[src/rtl/cim_pkg.sv]
// rtl/cim_pkg.sv - shared constants and FSM state type for the CIM weight loader
package cim_pkg;

    localparam int CIM_DATA_W = 24;
    localparam int CIM_ADDR_W = 8;

    typedef enum logic [1:0] {
        IDLE = 2'd0,
        LOAD = 2'd1,
        DONE = 2'd2
    } state_t;

endpackage

[src/rtl/cim_addr_cnt.sv]
// rtl/cim_addr_cnt.sv - loadable wrapping write-address counter and remaining-word down-counter
module cim_addr_cnt
    import cim_pkg::*;
#(
    parameter int ADDR_W = CIM_ADDR_W
) (
    input  logic              clk,
    input  logic              rst_n,
    input  logic              load,
    input  logic              step,
    input  logic [ADDR_W-1:0] base,
    input  logic [ADDR_W:0]   cnt,
    output logic [ADDR_W-1:0] addr,
    output logic              last
);

    logic [ADDR_W:0] remaining;

    // The address wraps naturally at the bank boundary; no overflow is flagged.
    always_ff @(posedge clk) begin
        if (!rst_n) begin
            addr      <= '0;
            remaining <= '0;
        end else if (load) begin
            addr      <= base;
            remaining <= cnt;
        end else if (step) begin
            addr      <= addr + 1'b1;
            remaining <= remaining - 1'b1;
        end
    end

    assign last = (remaining == (ADDR_W + 1)'(1));

endmodule

[src/rtl/cim_weight_loader.sv]
// rtl/cim_weight_loader.sv - weight write sequencer for the CIM bank router (option: CIM_LOADER_PINGPONG_EN)
module cim_weight_loader
    import cim_pkg::*;
#(
    parameter int DATA_W = CIM_DATA_W,
    parameter int ADDR_W = CIM_ADDR_W
) (
    input  logic              clk,
    input  logic              rst_n,
    input  logic              start,
    input  logic              start_bank,
    input  logic [ADDR_W-1:0] base_addr,
    input  logic [ADDR_W:0]   word_cnt,
    input  logic              s_valid,
    output logic              s_ready,
    input  logic [DATA_W-1:0] s_data,
    output logic              cima,
    output logic [ADDR_W-1:0] WA,
    output logic [DATA_W-1:0] D,
    output logic              WE,
    output logic              busy,
    output logic              done,
    output logic              err
);

    state_t            state;
    logic              bank;
    logic [ADDR_W-1:0] addr;
    logic              last;
    logic              accept;
    logic              hs;

`ifdef CIM_LOADER_PINGPONG_EN
    logic toggle;
    logic unused_start_bank;
    assign unused_start_bank = start_bank;
`endif

    assign accept  = (state == IDLE) && start && (word_cnt != '0);
    assign hs      = (state == LOAD) && s_valid;
    assign s_ready = (state == LOAD);
    assign busy    = (state != IDLE);

    cim_addr_cnt #(.ADDR_W(ADDR_W)) u_addr_cnt (
        .clk   (clk),
        .rst_n (rst_n),
        .load  (accept),
        .step  (hs),
        .base  (base_addr),
        .cnt   (word_cnt),
        .addr  (addr),
        .last  (last)
    );

    always_ff @(posedge clk) begin
        if (!rst_n) begin
            state <= IDLE;
            bank  <= 1'b0;
            cima  <= 1'b0;
            WA    <= '0;
            D     <= '0;
            WE    <= 1'b0;
            done  <= 1'b0;
            err   <= 1'b0;
`ifdef CIM_LOADER_PINGPONG_EN
            toggle <= 1'b0;
`endif
        end else begin
            WE   <= 1'b0;
            done <= 1'b0;
            err  <= 1'b0;
            case (state)
                IDLE: begin
                    if (start) begin
                        if (word_cnt != '0) begin
                            state <= LOAD;
`ifdef CIM_LOADER_PINGPONG_EN
                            bank  <= toggle;
`else
                            bank  <= start_bank;
`endif
                        end else begin
                            err <= 1'b1;
                        end
                    end
                end
                LOAD: begin
                    // A start here is refused but never disturbs the running command.
                    if (start) err <= 1'b1;
                    if (s_valid) begin
                        WE   <= 1'b1;
                        WA   <= addr;
                        D    <= s_data;
                        cima <= bank;
                        if (last) begin
                            state <= DONE;
                            done  <= 1'b1;
                        end
                    end
                end
                DONE: begin
                    if (start) err <= 1'b1;
                    state <= IDLE;
`ifdef CIM_LOADER_PINGPONG_EN
                    toggle <= ~toggle;
`endif
                end
                default: state <= IDLE;
            endcase
        end
    end

endmodule

[config.mk]
export PLATFORM = sky130hd
export DESIGN_NAME = cim_weight_loader
export DESIGN_NICKNAME = d
export VERILOG_FILES = /design/src/rtl/cim_pkg.sv /design/src/rtl/cim_addr_cnt.sv /design/src/rtl/cim_weight_loader.sv
export SDC_FILE = /design/constraint.sdc
export NUM_CORES = 1
export LEC_CHECK = 0
export CORE_MARGIN = 3
export CORE_UTILIZATION = 30
export DETAILED_ROUTE_END_ITERATION = 10
export MAX_ROUTING_LAYER = met4
export PLACE_DENSITY_LB_ADDON = 0.25
export SLEW_MARGIN = 20
export SYNTH_ARGS = -nofsm -noshare
export SYNTH_HDL_FRONTEND = slang
export SYNTH_SLANG_ARGS = --single-unit
[constraint.sdc]
create_clock -name clk -period 4.75 [get_ports clk]
set_input_delay 1.1875 -clock clk [delete_from_list [all_inputs] [get_ports clk]]
set_output_delay 1.1875 -clock clk [all_outputs]
set_load 0.05 [all_outputs]
==> metrics.md <==
| Metric | Value |
|---|---|
| Outcome | `complete, no violations` |
| Hold_buf cts | `0` |
| Final net count | `slightly above 400` |
| Setup crit end kind | `flip-flop` |
| Synth unique cells | `35` |
| DRT antenna net count | `0` |
| R2R setup slack | `about 2.5 ns` |
| Synth Area per Inst | `8.45 um2` |
| Startpoint Class | `primary input` |
| Synth Register Bits | `56` |
| Worst-path clk slew | `~0.1 ns` |
| R2R depth | `6` |
| Syn Nets | `336` |
| Leading cell type in the layout, fill and taps excluded | `clkdlybuf4s50_1` |
| 1st-pass router iterations | `4` |
| TritonCTS clock tree | `done` |
| Initial Util | `about a third` |
| Largest net degree at the start of global routing | `47` |
| Die height | `about 95 um` |
| Wire per inst | `approximately 13 um` |
| CORE AREA | `about 0.0075 mm2` |
| Overall Global Routing Usage | `approximately 14%` |
| Worst-Margin Slew | `approximately 0.94 ns` |
| Ys Warns | `0` |
| Via count | `2153` |
| Routability cong. | `about 0.76` |
| Vias per Instance | `roughly 4.7` |
| Primary FF master, synth | `dfxtp_1` |
| Initial antenna violation count | `0` |
| Setup total negative slack | `0 ns` |
| Pwr Density | `roughly 420 mW/mm2` |
| I/O pin total | `84` |
| Pleak | `~0.0012 uW` |
| CTS H-Tree Depth | `2` |
| Fin. max-slew vios | `0` |
| EDFF count, synth | `0` |
| Clk_skew | `slightly below 0.008 ns` |
| ANT cells | `0` |
| Number of port buffers | `83` |
| WP buf/inv | `2` |
| Arrival @ worst endpoint | `3.31 ns` |
| RSZ-0062 raised after global routing | `no` |
| Max frequency | `between 0.3 and 0.4 GHz` |
| Reg2Reg Capture Point | `u_addr_cnt.addr[4]` |
| Clock sinks | `56` |
| CP startpoint | `word_cnt[5]` |
| Max-slew headroom | `between 30 and 40%` |
| Final setup viols | `0` |
| Die width | `around 95 um` |
| Die area | `0.00908 mm2` |
| Setup bufs post-CTS | `0` |
| Peak VDD IR | `147 uV` |
| Crit-path cells | `clkdlybuf4s50_1 -> or4_4 -> o311ai_4 -> buf_4 -> mux2i_1 -> nor2_1` |
| Max stage delay on crit path | `around 0.58 ns` |
| CTS Buf Count | `5` |
| R2r startpoint | `state[1]` |
| WS Path Type | `primary input to flip-flop` |
| Grt ovf | `0` |
| First-pass GRT wire length | `a little under 10 mm` |
| Worst Path Required | `4.92 ns` |
| Final Hold Vio Count | `0` |
| Share of cells above drive strength 1 | `6.63%` |
| Detailed Route WL | `around 6.0 mm` |
| Top Family by Delay on Critical Path | `buffers and inverters` |
| Remaining DRCs | `0` |
| CTS root buffer | `clkbuf_8` |
| Crit path max fanout | `26` |
| WP depth | `6` |
| Cell Rows | `31` |
| Sequential area share after synthesis | `roughly 47%` |
| Most frequent cells in the layout | `clkdlybuf4s50_1, nand2_1, dfxtp_1` |
| Worst setup endpoint | `u_addr_cnt.remaining[1]` |
| Clk buf depth | `2` |
| Fin util | `45.2%` |
| Fin crit share | `between 60% and 70%` |
| Mapped cell area | `approximately 0.0024 mm2` |
| Worst-Skew Late Latency | `0.31 ns` |
| Area grow syn2layout | `41.7%` |
| Worst hold path class | `flip-flop to flip-flop` |
| Hpwl dp | `about 4.3 mm` |
| Final Critical Period | `3.15 ns` |
| Synth Instances | `approximately 280` |
| Vias in the first global route | `around 2100` |
| Asr flop ratio synth | `0%` |
| MaxCap Viol Count | `0` |
| Slowest CP cell | `or4_4` |
| Post-CTS resize count | `0` |
| Initial drt markers | `55` |
## how the worst min path moves through the flow
stage,from,to,depth (start not counted)
finish,bank,cima,2
CTS,D[2],D[2],2
detailed placement,D[2],D[2],2
global placement,D[15],D[15],2
global route,bank,cima,2
floorplan,bank,cima,2
## registers in the layout (all words and copies together), names as in the netlist, 2 cells and up
register	count
u_addr_cnt.addr	8
WA	8
state	2
u_addr_cnt.remaining	9
D	24
## cells in the mapped netlist (2+ instances only)
cell	instances	area share [%]
and3_1	2	0.52
xnor2_1	3	1.1
clkbuf_1	9	1.4
mux2i_1	3	1.3
dfxtp_1	56	47
buf_2	2	0.42
a211oi_2	8	4.2
ha_1	7	3.7
nand4_1	6	1.6
xor2_1	11	4.0
a311oi_1	2	0.73
nand2_1	76	12
nand3_1	3	0.63
a21oi_1	43	9.0
nor3_1	2	0.42
nor2_1	17	2.7
buf_6	2	0.94
o21ai_0	8	1.7
buf_1	3	0.47
inv_1	5	0.79
## logic make-up (layout without fill, tap and decap cells)
| family | after synthesis | count (layout) | synth area share [%] |
|---|---|---|---|
| AO/OA/AOI/OAI | 64 | 64 | 17.5 |
| XOR/XNOR | 14 | 14 | 5.13 |
| adder cells (fa/ha/maj) | 7 | 7 | 3.66 |
| buffers and inverters | 22 | 101 | 4.19 |
| flip-flops | 56 | 56 | 46.9 |
| multiplexers | 3 | 3 | 1.26 |
| AND/OR/NAND/NOR | 117 | 117 | 21.4 |
## power breakdown
part / total (uW) / internal (uW) / switching (uW)
clock network: 261 / 105 / 156
logic: 566 / 212 / 354
registers: 595 / 541 / 54.1
## final cells by class
cell class | count | area, um2
clock buffers | 6 | 72.6
fillers | 765 | 4100
multi-input cells | 205 | 1170
flip-flops and latches | 56 | 1120
clock inverters | 2 | 16.3
well taps | 99 | 124
repair buffers | 87 | 861
inverters | 6 | 22.5
## through the flow
step / area (um2) / power [uW] / std cells / setup WS (ns) / hold WS, ns
global placement: 3300 / 1170 / 453 / 1.33 / 0.441
detailed placement: 3300 / 1180 / 453 / 1.29 / 0.446
global route: 3390 / 1510 / 461 / 1.43 / 0.478
finish: 3390 / 1420 / 461 / 1.60 / 0.452
CTS: 3390 / 1440 / 461 / 1.58 / 0.460
floorplan: 2390 / 1000 / 283 / 2.10 / 0.432
## worst reg2reg max path, stage by stage, from the launching register on
cell	delay [ns]
dfxtp_1	0.32
inv_1	0.11
ha_1	0.36
and2_1	0.81
nand4_1	0.20
xor2_1	0.19
a211oi_2	0.20
## metal layers
metal  global-route usage, %  up-vias  share of wire [%]  wire, um
met5                       -        -                  0         0
met4                    4.33        0                1.2        72
met3                    4.03        6                5.7       342
met2                    23.0       44                 49      2950
met1                    16.7      997                 44      2650
li1                        -     1106                  -         -
No activity file was read; power rests on OpenSTA's default activity.
